File: src/rtl/mem_arbiter.sv
// Round-robin arbiter sharing one single-port memory between the core (port 0)
// and the loader/debug port (port 1); one transaction in flight at a time.
module mem_arbiter #(
   parameter int unsigned AW = 32,
   parameter int unsigned DW = 32
) (
   input  logic          clk,
   input  logic          rst,
   input  logic          req0,
   input  logic          req1,
   input  logic          we0,
   input  logic          we1,
   input  logic [AW-1:0] addr0,
   input  logic [AW-1:0] addr1,
   input  logic [DW-1:0] wdata0,
   input  logic [DW-1:0] wdata1,
   output logic          gnt0,
   output logic          gnt1,
   output logic          rvalid0,
   output logic          rvalid1,
   output logic [DW-1:0] rdata,
   output logic          busy,
   output logic          mem_en,
   output logic          mem_we,
   output logic [AW-1:0] mem_addr,
   output logic [DW-1:0] mem_wdata,
   input  logic [DW-1:0] mem_rdata
);

   localparam logic [1:0] S_IDLE  = 2'd0;
   localparam logic [1:0] S_ISSUE = 2'd1;
   localparam logic [1:0] S_RESP  = 2'd2;

   logic [1:0]    state;
   logic [1:0]    state_nxt;
   logic          last;
   logic          win_id;
   logic          win_we;
   logic          pick;
   logic [AW-1:0] cap_addr;
   logic [DW-1:0] cap_wdata;
   logic [DW-1:0] rdata_q;

   // Candidate winner: a lone requester, or the port that did not win last time.
   always_comb begin
      pick = (req0 && req1) ? ~last : req1;
   end

   // Next-state and grant decode; grants only in IDLE and never during reset.
   always_comb begin
      state_nxt = state;
      gnt0      = 1'b0;
      gnt1      = 1'b0;
      case (state)
         S_IDLE: begin
            if (!rst && (req0 || req1)) begin
               gnt0      = ~pick;
               gnt1      = pick;
               state_nxt = S_ISSUE;
            end
         end
         S_ISSUE: state_nxt = win_we ? S_IDLE : S_RESP;
         S_RESP:  state_nxt = S_IDLE;
         default: state_nxt = S_IDLE;
      endcase
   end

   always_ff @(posedge clk) begin
      if (rst) begin
         state     <= S_IDLE;
         last      <= 1'b1;
         win_id    <= 1'b0;
         win_we    <= 1'b0;
         cap_addr  <= '0;
         cap_wdata <= '0;
         rdata_q   <= '0;
      end else begin
         state <= state_nxt;
         if (gnt0 || gnt1) begin
            last      <= pick;
            win_id    <= pick;
            win_we    <= pick ? we1 : we0;
            cap_addr  <= pick ? addr1 : addr0;
            cap_wdata <= pick ? wdata1 : wdata0;
         end
         if (state == S_RESP) begin
            rdata_q <= mem_rdata;
         end
      end
   end

   // Memory and response outputs decode directly from the state/capture registers.
   assign mem_en    = (state == S_ISSUE);
   assign mem_we    = (state == S_ISSUE) && win_we;
   assign mem_addr  = cap_addr;
   assign mem_wdata = cap_wdata;
   assign busy      = (state != S_IDLE);
   assign rvalid0   = (state == S_RESP) && !win_id;
   assign rvalid1   = (state == S_RESP) && win_id;
   assign rdata     = (state == S_RESP) ? mem_rdata : rdata_q;

endmodule

File: config.mk
export PLATFORM = sky130hd
export DESIGN_NAME = mem_arbiter
export DESIGN_NICKNAME = d
export VERILOG_FILES = /design/src/rtl/mem_arbiter.sv
export SDC_FILE = /design/constraint.sdc
export NUM_CORES = 1
export LEC_CHECK = 0
export CAP_MARGIN = 20
export CELL_PAD_IN_SITES_DETAIL_PLACEMENT = 1
export CELL_PAD_IN_SITES_GLOBAL_PLACEMENT = 1
export CORE_UTILIZATION = 28
export DETAILED_ROUTE_END_ITERATION = 7
export GPL_TIMING_DRIVEN = 0
export PLACE_DENSITY = 0.92
export SLEW_MARGIN = 10
export SYNTH_ARGS = -nofsm -noshare
export SYNTH_HDL_FRONTEND = slang
export SYNTH_SLANG_ARGS = --single-unit
File: constraint.sdc
create_clock -name clk -period 5.3 [get_ports clk]
set_input_delay 1.59 -clock clk [delete_from_list [all_inputs] [get_ports clk]]
set_output_delay 1.59 -clock clk [all_outputs]
set_load 0.02 [all_outputs]
==> flow_summary.json, run 1 <==
{
  "dp_hpwl_mm": 12.98,
  "required_ns": 3.71,
  "route.met2.wl_mm": 8.661,
  "drc": 0,
  "start_util": 0.2912,
  "gp_congestion": 0.7956,
  "grt_max_degree": 15,
  "p_comb_frac": 0.272,
  "max_freq_mhz": 193.6,
  "final-hold-violation-count": 0,
  "max-slew-margin-rel": 0.6337,
  "drtIter0Drc": 157,
  "hold_path_depth": 1,
  "syn_nets": 552,
  "routed.top_layer": "met4",
  "crit_type": "input pin to primary output",
  "postSynthCellCount": 386,
  "crit_fanout": 10,
  "row_count": 43,
  "rsz0062_at_grt": "false",
  "start_kind": "input pin",
  "vias": 4308,
  "dp_cells": 833,
  "skew_ns": 0.006088,
  "cts_hold_buffers": 0,
  "path_clk_slew_ns": 0.07,
  "yosysWarnings": 0,
  "drive_gt1_frac": 0.1076,
  "port_buffers": 267,
  "clock_latency_ns": 0.34,
  "ys_types": 26,
  "via_per_inst": 5.074,
  "grt_pass1_wl_mm": 24.48,
  "cts_tree": "yes",
  "final_nets": 831,
  "wl_met3_mm": 1.409,
  "outcome": "complete, no violations",
  "clockBufferDepth": 2,
  "die_h_um": 123.1,
  "synthesis.area_um2": 4105,
  "cts_made_buffers": 9,
  "root_buffer": "clkbuf_16",
  "antennaDiodeCount": 0,
  "ys_seq_area_frac": 0.4925,
  "setup_viol": 0,
  "leakagePower_nw": 2.931,
  "drt-met1-wl_mm": 6.024,
  "p_per_area_nw_per_um2": 275.6,
  "seqPwrFrac": 0.425,
  "clock-sinks": 101,
  "drt-wirelength-per-cell_um": 19.35,
  "slew_viol_final": 0,
  "post-route-min-period_ns": 5.166,
  "p_clk_frac": 0.303,
  "hold_path_class": "register to register",
  "holdWs_ns": 0.4557,
  "cp_data_arrival_time_ns": 3.58,
  "drtAntennaViolNets": 0,
  "setup.worst_path.start": "req1",
  "power_switching_w": 0.0005546,
  "max-cap-violations": 0,
  "grt_overflow": 0,
  "layout_worst_path_cycle_share": 0.9747,
  "ys_seq_elements": 101,
  "syn_area_per_cell_um2": 10.64,
  "r2r_start": "state[1]",
  "die_area_um2": 15150,
  "syn2layout_area_growth_pct": 77.42,
  "crit_path_end_kind": "primary output",
  "tightest_slew_ns": 0.5475,
  "hold_start": "win_we",
  "coreArea_um2": 14100,
  "h-tree-depth": 3,
  "grt_pass1_vias": 4715,
  "die_w_um": 123.1,
  "reg2reg_depth": 5,
  "p_int_w": 0.001453,
  "drt_pre_antenna_iters": 4,
  "grt_usage": 0.2134,
  "num_io_pins": 269,
  "stdcell_count": 849,
  "routed_wl_mm": 16.43,
  "antenna_found_initial": 0,
  "vdd_drop_max_v": 0.0001946,
  "switching_share": 0.2763
}
## worst paths after layout
| path | endpoint | slack [ns] |
|---|---|---|
| worst max-delay path | gnt1 | 0.13 |
| worst min-delay path | state[1] | 0.46 |
| worst max register to register | rdata_q[19] | 3.53 |
| worst min register to register | state[1] | 0.46 |
## Yosys cell counts
cell	count	share of area
buf_6	7	0.019
o21ai_1	1	0.0012
nand3_1	15	0.018
a31oi_1	15	0.023
nor2b_1	35	0.053
clkbuf_1	17	0.016
buf_2	12	0.015
and2_1	3	0.0046
nand2b_1	1	0.0015
and3_1	51	0.078
or2_1	1	0.0015
o21ai_0	14	0.017
nand4_1	15	0.023
a221o_1	50	0.12
nor3_1	1	0.0012
a21o_1	1	0.0018
a21oi_1	1	0.0012
nor3_2	1	0.0024
nor2_1	1	0.00091
a21boi_1	1	0.0018
dfxtp_1	101	0.49
buf_4	7	0.013
o21ba_1	1	0.0024
nor3b_1	1	0.0018
mux2_2	32	0.088
inv_1	1	0.00091
## flip-flops by register name, summed over array words and instances (netlist names)
register and cells:
last 1, state 2, mem_wdata 32, win_we 1, mem_addr 32, rdata_q 32, win_id 1
## cell usage in the layout (no fill, tap or decap), types with 9 or more instances in the layout
cell type,Yosys,final
clkdlybuf4s50_1,0,266
dfxtp_1,101,101
and3_1,51,51
a221o_1,50,50
nor2b_1,35,35
mux2_2,32,32
clkbuf_1,17,21
nand4_1,15,15
nand3_1,15,15
a31oi_1,15,15
o21ai_0,14,14
buf_2,12,11
buf_4,7,9
clkbuf_16,0,9
## critical path: stages
cell,delay (ns)
clkdlybuf4s50_1,0.51
a21boi_2,0.24
buf_4,0.22
buf_4,0.21
and2_1,0.18
clkdlybuf4s50_1,0.63
## metal layers
metal / up-vias / global-route usage
met2: 200 / 0.4091
met4: 0 / 0.08283
met5: - / 0
met1: 2065 / 0.2117
li1: 2020 / -
met3: 23 / 0.06734
## layout make-up
type / count / area [um^2]
buffer: 43 / 257.7
fill: 1541 / 6813
inverter: 1 / 3.754
sequential: 101 / 2022
tap: 180 / 225.2
multi-input combinational: 241 / 1834
clock buffer: 14 / 254.0
clock inverter: 1 / 7.507
timing repair buffer: 268 / 2679
## power by group through the flow
stage / registers [W] / clock network, W / logic, W
after floorplan: 0.000918 / 0 / 0.000183
after global placement: 0.000864 / 0 / 0.000531
after detailed placement: 0.000868 / 0 / 0.000547
after CTS: 0.000853 / 0.000626 / 0.000552
after global routing: 0.000859 / 0.000658 / 0.000581
final: 0.000853 / 0.000608 / 0.000547
## what timing repair did
| action | 4_1_cts | 5_1_grt |
|---|---|---|
| buffers inserted | 1 | 0 |
| gates resized for setup | 4 | 0 |
| setup endpoints to repair | 2 | 0 |
## through the flow
step | setup slack [ns] | power, W | instance area [um^2] | setup TNS (ns) | utilization
after global routing | 0.02727 | 0.002097 | 7283 | 0 | 0.5167
after CTS | 0.09923 | 0.002031 | 7283 | 0 | 0.5167
final | 0.1339 | 0.002007 | 7283 | 0 | 0.5167
after floorplan | 1.206 | 0.001101 | 4105 | 0 | -
after detailed placement | -0.4073 | 0.001415 | 7003 | -0.6787 | 0.4968
after global placement | -0.3903 | 0.001395 | 7003 | -0.6252 | 0.4968
## kinds of logic after synthesis
family | Yosys count | synth area share
flip-flops | 101 | 0.4925
multiplexers | 32 | 0.08778
buffers and inverters | 44 | 0.06309
AO/OA/AOI/OAI | 84 | 0.1704
AND/OR/NAND/NOR | 125 | 0.1862
Power figures use the tool's default switching activity.
==> run 2, diff against run 1 <==
CORE_AREA = 2 2 105 107   (was default)
CORE_UTILIZATION = default   (was 28)
DIE_AREA = 0 0 107 109   (was default)
DONT_BUFFER_PORTS = 1   (was default)
GPL_TIMING_DRIVEN = default   (was 0)
PLACE_DENSITY = 0.76   (was 0.92)
==> run 2 against run 1 <==
  * Maximum frequency grew 27%
  * Clock skew increased by 0.0032 ns
  * Largest cell class is now flip-flops and latches
  * Via count is 28% lower
  * Critical path type unchanged
  * Sequential power up 7.5%
  * Count of clock-buffer cells in the layout fell by 2
==> flow_summary.json, run 2 (synthesis results as in run 1) <==
{
  "clock-sinks": 101,
  "root_buffer": "clkbuf_8",
  "layout_worst_path_cycle_share": 0.7678,
  "setup_viol": 0,
  "grt_pass1_vias": 3089,
  "critPathBufInv": 1,
  "path_clk_slew_ns": 0.08,
  "port_buffers": 0,
  "outcome": "complete, no violations",
  "p_per_area_nw_per_um2": 367.9,
  "final_cell_mix": "101 x dfxtp_1, 50 x and3_1, 50 x a221o_1, 34 x nor2b_1, 32 x mux2_2",
  "stdcell_count": 504,
  "seqPwrFrac": 0.580,
  "die_area_um2": 11660,
  "leakagePower_nw": 1.777,
  "crit_fanout": 51,
  "start_util": 0.3872,
  "crit_slowest_cell": "buf_4",
  "switching_share": 0.2888,
  "path_cells": "nor3_4 -> buf_4 -> and3_2",
  "cp_top_family": "simple AND/OR/NAND/NOR gates",
  "die_h_um": 109,
  "fin_area_um2": 4299,
  "max-cap-violations": 0,
  "drtIter0Drc": 202,
  "post_cts_buffers": 0,
  "max-slew-margin-rel": 0.4992,
  "cp_data_arrival_time_ns": 2.48,
  "cp.depth": 3,
  "p_comb_frac": 0.124,
  "drtAntennaViolNets": 0,
  "vdd_drop_max_v": 0.0001500,
  "num_io_pins": 269,
  "rsz0062_at_grt": "false",
  "coreArea_um2": 10600,
  "routed_wl_mm": 11.29,
  "nFillCells": 1152,
  "clock_latency_ns": 0.35,
  "gp_congestion": 0.7426,
  "via_per_inst": 6.123,
  "final_nets": 527,
  "syn2layout_area_growth_pct": 4.724,
  "h-tree-depth": 3,
  "dp_hpwl_mm": 8.061,
  "drive_gt1_frac": 0.1538,
  "final-hold-violation-count": 0,
  "setup.worst_path.start": "rst",
  "endpoint": "gnt0",
  "cts_tree": "yes",
  "drt-wirelength-per-cell_um": 22.39,
  "grt_pass1_wl_mm": 16.33,
  "grt_overflow": 0,
  "cts_resized": 0,
  "grt_usage": 0.1821,
  "drt_pre_antenna_iters": 4,
  "cts_made_buffers": 9,
  "p_int_w": 0.001125,
  "slew_viol_final": 0,
  "grt_max_degree": 61,
  "reg2reg_depth": 5,
  "dp_cells": 489,
  "vias": 3086,
  "ff2ff_setup_slack_ns": 3.15,
  "post-route-min-period_ns": 4.070,
  "fin_setup_tns_ns": 0,
  "place_area_um2": 4091,
  "final_common_cell": "dfxtp_1",
  "start_kind": "input pin",
  "cts_hold_buffers": 0,
  "crit_type": "input pin to primary output",
  "antennaDiodeCount": 0,
  "drc": 0,
  "tightest_slew_ns": 0.7512,
  "max_stage_delay_ns": 0.40,
  "p_clk_frac": 0.296,
  "crit_path_end_kind": "primary output",
  "antenna_found_initial": 0,
  "clockBufferDepth": 2,
  "r2r_start": "state[1]",
  "skew_ns": 0.009253,
  "row_count": 38,
  "holdWs_ns": 0.4746,
  "required_ns": 3.71,
  "power_switching_w": 0.0004567,
  "max_freq_mhz": 245.7,
  "die_w_um": 107,
  "reg2reg_to": "mem_addr[25]",
  "hold_path_class": "register to register"
}
==> run 2: cell count changes in the layout (fill, tap and decap cells not counted), sizes merged <==
cell           delta
buf              -20
clkinvlp          -1
dlygate4sd2       -1
clkbuf           -19
clkdlybuf4s50   -266
clkinv            +1
bufinv            +1
==> run 2: metrics by stage <==
stage,util,worst slack (ns),power (W)
2_1_floorplan,-,1.206,0.001101
3_3_place_gp,0.3859,1.261,0.001121
3_5_place_dp,0.3859,1.242,0.001127
4_1_cts,0.4029,1.236,0.001596
5_1_grt,0.4055,1.185,0.001655
6_report,0.4055,1.230,0.001581
==> run 2: worst min-delay path by stage <==
stage	startpoint	to	slack (ns)	depth (start not counted)
6_report	win_we	state[1]	0.47	1
2_1_floorplan	win_we	state[1]	0.41	1
4_1_cts	win_we	state[1]	0.50	1
3_5_place_dp	win_we	state[1]	0.48	1
5_1_grt	win_we	state[1]	0.52	1
3_3_place_gp	last	last	0.48	2
==> run 2: final cells by class <==
cell class              instances  area [um^2]  share of cell area
flip-flops and latches        101         2022              0.4703
clock inverters                 2        35.03            0.008149
inverters                       1        3.754           0.0008731
well taps                     140        175.2             0.04075
repair buffers                  7        72.57             0.01688
multi-input cells             241         1846              0.4293
clock buffers                  12        145.1             0.03376
==> run 2: per-layer routing <==
metal / track usage / part of all wire / wire length (um)
met1: 0.2024 / 0.38 / 4318
met2: 0.3139 / 0.50 / 5674
met3: 0.06754 / 0.10 / 1139
met4: 0.07792 / 0.014 / 153
met5: 0 / 0 / 0
==> run 2: power by group through the flow <==
stage | sequential (W) | combinational (W) | clock (W)
final | 0.000917 | 0.000197 | 0.000468
after global routing | 0.000924 | 0.000213 | 0.000518
after CTS | 0.000918 | 0.000193 | 0.000485
after detailed placement | 0.000934 | 0.000194 | 0
after global placement | 0.000934 | 0.000187 | 0
after floorplan | 0.000918 | 0.000183 | 0
==> run 3, diff against run 2 <==
CORE_AREA = 2 2 103 105   (was 2 2 105 107)
DIE_AREA = 0 0 105 107   (was 0 0 107 109)
PLACE_DENSITY = 0.78   (was 0.76)
clock period = 4.2 ns   (was 5.3 ns; I/O delays follow)
==> run 3 against run 2 <==
  * First-iteration DRC count is 30% lower
  * Flip-flop and latch count unchanged
  * Sequential share of layout area unchanged
  * Clock skew is 0.0043 ns higher
  * Power increased by 27%
  * Register-to-register slack worse by 1.1 ns
  * Global-route usage rose by 2.1 points
  * Routed wire length is 5.3% higher
  * Worst hold slack got worse by 0.011 ns
  * Clock power rose by 29%
  * Critical path type unchanged
  * Count of clock-buffer cells in the layout down 1
  * Final cell count fell by 0.40%
==> flow_summary.json, run 3 (synthesis results as in run 1) <==
{
  "critPathBufInv": 0,
  "die_h_um": 107,
  "fin_area_um2": 4299,
  "die_w_um": 105,
  "drive_gt1_frac": 0.1585,
  "final_cell_mix": "101 x dfxtp_1, 50 x and3_1, 50 x a221o_1, 34 x nor2b_1, 32 x mux2_2",
  "antennaDiodeCount": 0,
  "setup.worst_path.start": "req1",
  "skew_ns": 0.01355,
  "drtIter0Drc": 141,
  "clock-sinks": 101,
  "fin_ws_ns": 0.8110,
  "drtAntennaViolNets": 0,
  "crit_fanout": 16,
  "start_util": 0.4068,
  "drt-met1-wl_mm": 4.480,
  "layout_worst_path_cycle_share": 0.8069,
  "leakagePower_nw": 1.779,
  "cts_made_buffers": 9,
  "max_stage_delay_ns": 0.48,
  "place_ws_ns": 0.8239,
  "clockBufferDepth": 2,
  "path_clk_slew_ns": 0.09,
  "holdWs_ns": 0.4640,
  "routed.top_layer": "met4",
  "crit_type": "input pin to primary output",
  "final_common_cell": "dfxtp_1",
  "final_nets": 527,
  "power_switching_w": 0.0006009,
  "vdd_drop_max_v": 0.0001766,
  "max-slew-margin-rel": 0.5086,
  "setup_viol": 0,
  "tightest_slew_ns": 0.7371,
  "switching_share": 0.2986,
  "via_per_inst": 6.243,
  "reg2reg_to": "mem_addr[7]",
  "p_per_area_nw_per_um2": 468.0,
  "routed_wl_mm": 11.89,
  "row_count": 37,
  "cts_hold_buffers": 0,
  "start_kind": "input pin",
  "required_ns": 2.94,
  "cp.depth": 2,
  "multi_input_area_um2": 1846,
  "endpoint": "gnt0",
  "p_int_w": 0.001411,
  "num_io_pins": 269,
  "antenna_found_initial": 0,
  "nFillCells": 1123,
  "cp_data_arrival_time_ns": 2.13,
  "drc": 0,
  "drt-wirelength-per-cell_um": 23.68,
  "max_freq_mhz": 295.1,
  "cts_tree": "yes",
  "coreArea_um2": 10090,
  "ff2ff_setup_slack_ns": 2.02,
  "h-tree-depth": 3,
  "dp_hpwl_mm": 8.465,
  "crit_slowest_cell": "nand2b_1",
  "clock_latency_ns": 0.35,
  "wl_met3_mm": 1.184,
  "grt_usage": 0.2033,
  "post_cts_buffers": 0,
  "fin_setup_tns_ns": 0,
  "reg2reg_depth": 4,
  "seqPwrFrac": 0.577,
  "rsz0062_at_grt": "false",
  "outcome": "complete, no violations",
  "root_buffer": "clkbuf_8",
  "grt_pass1_wl_mm": 17.97,
  "seqCellArea_um2": 2022,
  "grt_overflow": 0,
  "grt_pass1_vias": 3202,
  "drt_pre_antenna_iters": 4,
  "cp_top_family": "simple AND/OR/NAND/NOR gates",
  "slew_viol_final": 0,
  "port_buffers": 0,
  "die_area_um2": 11240,
  "r2r_start": "last",
  "syn2layout_area_growth_pct": 4.724,
  "cts_resized": 0,
  "post-route-min-period_ns": 3.389,
  "power_w": 0.002012,
  "vias": 3134,
  "crit_path_end_kind": "primary output",
  "route.met2.wl_mm": 5.992,
  "p_clk_frac": 0.300,
  "p_comb_frac": 0.123,
  "grt_max_degree": 66,
  "path_cells": "nand2b_1 -> and3_2",
  "place_area_um2": 4086,
  "gp_congestion": 0.8146,
  "max-cap-violations": 0,
  "hold_path_class": "register to register",
  "final-hold-violation-count": 0
}
[run 3: cell type report]
type | count | area share
clock buffers | 11 | 0.03056
clock inverters | 5 | 0.01426
inverters | 1 | 0.0008731
multi-input cells | 241 | 0.4293
flip-flops and latches | 101 | 0.4703
well taps | 136 | 0.03958
repair buffers | 7 | 0.01513
[run 3: power by group through the flow]
stage               clock, W  sequential, W  combinational (W)
finish              0.000604        0.00116           0.000248
global route        0.000675        0.00117           0.000269
CTS                 0.000631        0.00116           0.000246
detailed placement         0        0.00118           0.000246
global placement           0        0.00118           0.000234
floorplan                  0        0.00116           0.000230
[run 3: metrics by stage]
stage	util	cells
6_report	0.4260	502
5_1_grt	0.4260	502
4_1_cts	0.4240	501
3_5_place_dp	0.4049	485
3_3_place_gp	0.4049	485
2_1_floorplan	-	386
[run 3: how the worst min path moves through the flow]
stage                     endpoint  slack (ns)  startpoint  cells past startpoint
after floorplan           state[1]        0.41      win_we                      1
after global placement    state[1]        0.46      win_we                      1
after detailed placement  state[1]        0.46      win_we                      1
after CTS                 state[1]        0.47      win_we                      1
after global routing      state[1]        0.50      win_we                      1
final                     state[1]        0.46      win_we                      1
[run 3: routing by layer]
layer  GRT usage  up-vias
li1            -     1403
met1      0.2265     1509
met2      0.3595      201
met3     0.07295       21
met4     0.06952        0
met5           0        -
